$ cat config.mk
export PLATFORM = sky130hd
export DESIGN_NAME = regfile_bank
export DESIGN_NICKNAME = d
export VERILOG_FILES = /design/src/rtl/regfile_pkg.sv /design/src/rtl/regfile_sticky.sv /design/src/rtl/regfile_bank.sv
export SDC_FILE = /design/constraint.sdc
export NUM_CORES = 2
export LEC_CHECK = 0
export BUFFER_PORTS_ARGS = -buffer_cell sky130_fd_sc_hd__buf_2
export CORE_MARGIN = 3
export CORE_UTILIZATION = 35
export DETAILED_ROUTE_END_ITERATION = 10
export PLACE_DENSITY = 0.52
export SYNTH_ARGS = -nofsm -noshare
export SYNTH_HDL_FRONTEND = slang
export SYNTH_HIERARCHICAL = 1
export SYNTH_SLANG_ARGS = --single-unit
$ cat constraint.sdc
create_clock -name clk -period 3.1 [get_ports clk]
set_input_delay 0 -clock clk [delete_from_list [all_inputs] [get_ports clk]]
set_output_delay 0 -clock clk [all_outputs]
set_load 0.05 [all_outputs]
$ cat src/rtl/regfile_pkg.sv
// Shared definitions for the layer-engine register bank: region decode and command bit layout.
package regfile_pkg;

  typedef enum logic [2:0] {
    REG_CFG,
    REG_STAT,
    REG_CMD,
    REG_STICKY,
    REG_MASK,
    REG_NONE
  } region_t;

  localparam int unsigned CMD_COMMIT_BIT = 0;

  function automatic region_t decode_region(
    input int unsigned addr,
    input int unsigned n_cfg,
    input int unsigned stat_base,
    input int unsigned n_stat,
    input int unsigned cmd_addr,
    input int unsigned sticky_addr,
    input int unsigned mask_addr
  );
    if (addr < n_cfg)                                        return REG_CFG;
    if ((addr >= stat_base) && (addr < stat_base + n_stat))  return REG_STAT;
    if (addr == cmd_addr)                                    return REG_CMD;
    if (addr == sticky_addr)                                 return REG_STICKY;
    if (addr == mask_addr)                                   return REG_MASK;
    return REG_NONE;
  endfunction

endpackage

$ cat src/rtl/regfile_sticky.sv
// Sticky event bank: per-bit set pulses, write-1-to-clear, interrupt mask and registered irq.
module regfile_sticky #(
  parameter int unsigned DATA_W = 16
) (
  input  logic              clk,
  input  logic              rst_n,
  input  logic [DATA_W-1:0] set_bits,
  input  logic [DATA_W-1:0] clr_bits,
  input  logic              mask_we,
  input  logic [DATA_W-1:0] mask_wdata,
  output logic [DATA_W-1:0] sticky,
  output logic [DATA_W-1:0] mask,
  output logic              irq
);

  always_ff @(posedge clk or negedge rst_n) begin
    if (!rst_n) begin
      sticky <= '0;
      mask   <= '0;
      irq    <= 1'b0;
    end else begin
      // Set is OR-ed in after the clear so a coincident event survives W1C.
      sticky <= (sticky & ~clr_bits) | set_bits;
      if (mask_we) mask <= mask_wdata;
      irq <= |(sticky & mask);
    end
  end

endmodule

$ cat src/rtl/regfile_bank.sv
// Bus-accessible config/status bank with shadow/active config, command pulses and sticky events.
module regfile_bank
  import regfile_pkg::*;
#(
  parameter int unsigned DATA_W      = 16,
  parameter int unsigned ADDR_W      = 8,
  parameter int unsigned N_CFG       = 32,
  parameter int unsigned N_STAT      = 8,
  parameter int unsigned STAT_BASE   = 8'h40,
  parameter int unsigned CMD_ADDR    = 8'h80,
  parameter int unsigned STICKY_ADDR = 8'h81,
  parameter int unsigned MASK_ADDR   = 8'h82
) (
  input  logic                     clk,
  input  logic                     rst_n,
  input  logic                     bus_req,
  input  logic                     bus_we,
  input  logic [ADDR_W-1:0]        bus_addr,
  input  logic [DATA_W-1:0]        bus_wdata,
  output logic                     bus_ack,
  output logic                     bus_err,
  output logic [DATA_W-1:0]        bus_rdata,
  input  logic                     commit_req,
  output logic [N_CFG*DATA_W-1:0]  cfg_active,
  input  logic [N_STAT*DATA_W-1:0] status_in,
  input  logic [DATA_W-1:0]        event_in,
  output logic [DATA_W-1:0]        cmd_pulse,
  output logic                     irq
);

  if ((N_CFG > STAT_BASE) || (STAT_BASE + N_STAT > CMD_ADDR) ||
      (STICKY_ADDR < STAT_BASE + N_STAT) || (MASK_ADDR < STAT_BASE + N_STAT) ||
      (CMD_ADDR == STICKY_ADDR) || (CMD_ADDR == MASK_ADDR) || (STICKY_ADDR == MASK_ADDR)) begin : g_bad_map
    $error("regfile_bank: overlapping register regions");
  end

  logic [DATA_W-1:0] shadow [N_CFG];
  logic [31:0]       addr_w;
  region_t           region;
  logic              accept;
  logic              wr;
  logic              commit;
  logic [DATA_W-1:0] rd_data;
  logic              rd_err;
  logic [DATA_W-1:0] sticky_q;
  logic [DATA_W-1:0] mask_q;
  logic [DATA_W-1:0] clr_bits;

  assign addr_w = 32'(bus_addr);
  assign region = decode_region(addr_w, N_CFG, STAT_BASE, N_STAT, CMD_ADDR, STICKY_ADDR, MASK_ADDR);
  assign accept = bus_req && !bus_ack;
  assign wr     = accept && bus_we;
  assign commit = commit_req || (wr && (region == REG_CMD) && bus_wdata[CMD_COMMIT_BIT]);
  assign clr_bits = (wr && (region == REG_STICKY)) ? bus_wdata : '0;

  always_comb begin
    rd_data = '0;
    rd_err  = 1'b0;
    unique case (region)
      REG_CFG: begin
        for (int unsigned i = 0; i < N_CFG; i++)
          if (addr_w == i) rd_data = shadow[i];
      end
      REG_STAT: begin
        rd_err = bus_we;
        for (int unsigned i = 0; i < N_STAT; i++)
          if (addr_w == STAT_BASE + i) rd_data = status_in[i*DATA_W +: DATA_W];
      end
      REG_CMD:    rd_data = '0;
      REG_STICKY: rd_data = sticky_q;
      REG_MASK:   rd_data = mask_q;
      default:    rd_err  = 1'b1;
    endcase
  end

  always_ff @(posedge clk or negedge rst_n) begin
    if (!rst_n) begin
      bus_ack    <= 1'b0;
      bus_err    <= 1'b0;
      bus_rdata  <= '0;
      cmd_pulse  <= '0;
      cfg_active <= '0;
      for (int unsigned i = 0; i < N_CFG; i++) shadow[i] <= '0;
    end else begin
      bus_ack   <= accept;
      bus_err   <= accept && rd_err;
      bus_rdata <= (accept && !bus_we) ? rd_data : '0;
      cmd_pulse <= (wr && (region == REG_CMD)) ? bus_wdata : '0;
      // Commit copies pre-edge shadow, so a same-cycle shadow write lands only in shadow.
      for (int unsigned i = 0; i < N_CFG; i++) begin
        if (commit) cfg_active[i*DATA_W +: DATA_W] <= shadow[i];
        if (wr && (region == REG_CFG) && (addr_w == i)) shadow[i] <= bus_wdata;
      end
    end
  end

  regfile_sticky #(
    .DATA_W(DATA_W)
  ) u_sticky (
    .clk       (clk),
    .rst_n     (rst_n),
    .set_bits  (event_in),
    .clr_bits  (clr_bits),
    .mask_we   (wr && (region == REG_MASK)),
    .mask_wdata(bus_wdata),
    .sticky    (sticky_q),
    .mask      (mask_q),
    .irq       (irq)
  );

endmodule

# Yosys cells after proc, flatten, opt, wreduce, memory -nomap -nowiden
# Index checks and enable logic that the tools add are counted.
# word_totals
ff_bits,1091
elab_cells,212
input_bits,173
# classes
magnitude_cmp,3
n_reduce_logical,49
n_mux,70
n_eq_ne,46
bitwise,4
# ops
cell,count
$mux W16,43
$eq A8 B5 Y1 const B,16
$eq A8 B4 Y1 const B,8
$eq A8 B7 Y1 const B,8
$pmux W16 S4,1
$logic_and A1 B1 Y1,42
$and A16 B16 Y16,2
$eq A8 B3 Y1 const B,4
$logic_not A32 Y1,1
$mux W3,10
$eq A8 B8 Y1 const B,3
$eq A8 B2 Y1 const B,2
$not A16 Y16,1
$or A16 B16 Y16,1
$reduce_or A16 Y1,1
$mux W1,15
$eq A8 B1 Y1 const B,1
$ge A8 B7 Y1 const B,1
$lt A8 B6 Y1 const B,1
$lt A8 B7 Y1 const B,1
$eq A3 B2 Y1 const B,2
$reduce_or A4 Y1,1
$eq A3 B1 Y1 const B,1
$eq A3 B3 Y1 const B,1
other kinds (4),5

# Longest topological paths before layout
# logic_depth
word_depth,35
depth_mapped,12
ltp_nobuf,7

# Hierarchy
# The synthesis kept the hierarchy.
# by_module_without_submodules
mod,n_inst,area_each_um2,cells_per_inst,seq_area_each_um2
regfile_bank,1,45889.0,3271,26475.4
regfile_sticky,1,1331.3,92,825.8

# Worst setup path before layout
# No wires, ideal clock.
# synth_timing
kind,register -> register
startpoint,register bus_ack
endpoint,register shadow[310] (netlist bit)
synth_period_minus_slack_ns,2.526
required_time_ns,2.975
path_slack_ns,0.574
stages_incl_launch_ff,9
arrival_ns,2.401
setup_ns,0.125
cell_sequence,dfrtp_1 > nand2b_1 > inv_1 > and2_1 > clkbuf_1 > nand2_1 > nor2_1 > buf_2 > mux2_2
# synth_between
elab_chain_len,5
# synth_rtl
element,line_no,text
"start, declared",regfile_bank.sv:20,"output logic bus_ack,"
"start signal, assigned",regfile_bank.sv:85,bus_ack <= accept;
$logic_not A1 Y1,regfile_bank.sv:51,assign accept = bus_req && !bus_ack;
$logic_and A1 B1 Y1,regfile_bank.sv:51,
named net accept,regfile_bank.sv:40,logic accept;
$logic_and A1 B1 Y1,regfile_bank.sv:52,assign wr = accept && bus_we;
$logic_and A1 B1 Y1 (2 in a row),regfile_bank.sv:92,if (wr && (region == REG_CFG) && (addr_w == i)) shadow[i] <= bus_wdata;
"end signal, assigned by index",regfile_bank.sv:92,
"end, declared",regfile_bank.sv:37,logic [DATA_W-1:0] shadow [N_CFG];
# The timed path passes the listed nets, and every way through them passes these cells.
# A chain may end at the register's enable or synchronous reset.

# Worst setup path in the final report
# layout_timing
startpoint,register shadow[133] (netlist bit)
endpoint,register bus_rdata[5]
# layout_between
elab_chain_len,11
# layout_rtl
element,line_no,text
$mux W16 (9 in a row),regfile_bank.sv:62,if (addr_w == i) rd_data = shadow[i];
$pmux W16 S4,regfile_bank.sv:59,unique case (region)
$mux W16,regfile_bank.sv:87,bus_rdata <= (accept && !bus_we) ? rd_data : '0;
"end signal, assigned",regfile_bank.sv:87,
"end, declared",regfile_bank.sv:22,"output logic [DATA_W-1:0] bus_rdata,"
# No other way between the ends.

==> metrics.csv <==
metric,value,unit
status,"finished, final reports clean",
worst_setup_path_end_kind,flip-flop,
ir_worst_vdd,0.000444,V
cp.depth,7,
power.total,31500,µW
hold_viol_final,0,
synth-edff-count,0,
yosysTopAreaCell,dfrtp_1,
r2r-end,bus_rdata[5],
vias_per_cell,5.72,
period_share,1.00,
nFillCells,12542,
io_buffers,719,
regToRegSetupSlack,0.0006,ns
grt.total_usage,0.303,
clkTransAtPathRegs,0.06,ns
power_leakage,0.0304,µW
critPathTopFamily,compound AO/OA/AOI/OAI gates,
drc,0,
insertion_delay,0.77,ns
mostFrequentLayoutCells,"dfrtp_1, mux2_2, buf_2",
hold_class,input port to flip-flop,
die_w,373,µm
final_common_cell,dfrtp_1,
cts_max_level,3,
fin_util,0.441,
synth_area,47200,µm²
cp_cell_sequence,or3_1 > o21ai_0 > o311ai_1 > o2111ai_1 > o211a_1 > a21oi_2 > dlygate4sd3_1,
dr.first_iter.drc_count,3885,
maxCapViolCount,0,
power_density,534,nW/µm²
async_flop_share,1.00,
slew_viol_final,0,
placed_area,53900,µm²
cp-start-kind,flip-flop,
die_height,373,µm
cts_tree,yes,
grt_remaining_overflow,0,
finClkSkew,0.0240,ns
tightest_slew,1.20,ns
antenna_found_initial,23,
grt_max_degree,144,
pre_cts_slack,-0.294,ns
worst_slack,0.000552,ns
wl_per_cell,35.0,µm
grt_pass1_vias,35511,
die_area,139000,µm²
crit_end,bus_rdata[5],
gp_congestion,1.03,
critPathBufInv,1,
critPathSlowestCell,o311ai_1,
first_pass_iters,6,
synth_warnings,6,
fin_area,59000,µm²
critical_path.max_fanout,3,
ant_nets,0,
cts.path.max_buffers,3,
crit_start,shadow[133],
row_count,134,
worstSetupPathType,flip-flop to flip-flop,
r2r_start,shadow[133],
vias,35247,
avgSynthCellArea,14.0,µm²
cts_setup_buffers,0,
area_growth,25.0,%
r2r_cells,7,
tns,0,ns
synth_cell_types,95,
grt_pass1_wl,298,mm
synth_area_leaders,"dfrtp_1, mux2_2, buf_2",
pin_count,720,
synthCells,3363,
rsz0062_at_grt,false,
syn_nets,3536,
max_stage_delay,0.80,ns
final_nets,4463,
yosysSeqAreaShare,0.578,
wl,216,mm
worstPathRequired,3.79,ns
post-dp-hpwl,163,mm
worstPathArrival,3.79,ns
ys.flop_type,dfrtp_1,
fin_crit,3.10,ns
fmax,0.323,GHz
synth_top_area_frac,0.578,
finalSetupViolations,0,
root_buffer,clkbuf_16,
final_layout_size_suffix_gt1_frac,0.513,
ys_ff_latch,1091,
cts_buffers,117,
start_util,0.353,
core_area,134000,µm²
clock-sinks,1091,
slew_headroom,0.191,
## power breakdown
group / leakage [µW] / switching, µW / internal, µW
Combinational: 0.0133 / 1640 / 685
Sequential: 0.0151 / 186 / 14400
Clock: 0.00196 / 6110 / 8490
## flip-flops by register name, summed over array words and instances, names as in the netlist
name,cells
bus_rdata,16
bus_err,1
shadow,512
u_sticky/irq,1
cmd_pulse,16
bus_ack,1
u_sticky/sticky,16
u_sticky/mask,16
cfg_active,512
## final cells by class
class	count	area, µm²	share of cell area
Inverter	25	93.8	0.00159
Tap cell	1768	2210	0.0375
Timing Repair Buffer	1058	6780	0.115
Antenna cell	5	12.5	0.000212
Multi-Input combinational cell	1997	18600	0.315
Clock inverter	44	482	0.00816
Sequential cell	1091	27300	0.463
Clock buffer	176	3510	0.0596
## layer usage
metal	up-vias	track usage	wire (µm)
met1	18838	0.399	89200
met5	-	0	42
met3	370	0.0721	17400
met4	6	0.113	9070
met2	1697	0.487	100000
li1	14336	-	-
## synth_stat cells (all sizes together), types with 12 or more instances
library cell and instances:
a222oi 32, a22oi 63, mux4 17, mux2i 36, a211oi 14, o22ai 22
a21oi 89, inv 24, a221oi 29, clkbuf 61, a22o 18, nand2 96
buf 189, o2bb2ai 14, mux2 1054, nand3 34, dfrtp 1091, nor2 105
o221ai 12, o211ai 12, and3 44, o21ai 87, nor3 26, a21o 25
## worst register-to-register path: cells and delay by family, from the launching register on
kind / cells / cell delay [ns]
buffers and inverters: 1 / 0.56
AO/OA/AOI/OAI: 5 / 1.81
AND/OR/NAND/NOR: 1 / 0.23
flip-flops: 1 / 0.45
## cells by family after synthesis
kind of cell,after synthesis,synth area share
flip-flops,1091,0.578
AND/OR/NAND/NOR,392,0.0491
multiplexers,1107,0.268
AO/OA/AOI/OAI,498,0.0755
buffers and inverters,275,0.0293
## stage by stage
step           hold WS (ns)  instances
2_1_floorplan        -0.296       3363
3_3_place_gp        -0.0476       5832
3_5_place_dp        -0.0475       5832
4_1_cts              0.0262       6159
5_1_grt              0.0573       6161
6_report             0.0848       6164
## worst min-delay path by stage
stage	startpoint	endpoint	cells after the start	slack, ns
4_1_cts	status_in[80]	bus_rdata[0]	6	0.03
3_3_place_gp	rst_n	shadow[14]	1	-0.05
5_1_grt	status_in[41]	bus_rdata[9]	5	0.06
3_5_place_dp	rst_n	shadow[14]	1	-0.05
2_1_floorplan	rst_n	bus_ack	0	-0.30
6_report	status_in[111]	bus_rdata[15]	5	0.08
## what timing repair did
action / 4_1_cts / 5_1_grt
resized for setup: 0 / 5
hold buffers: 107 / 0
hold endpoints to repair: 1145 / 0
endpoints found under the setup margin: 0 / 2
No activity file was read; power rests on OpenSTA's default activity.
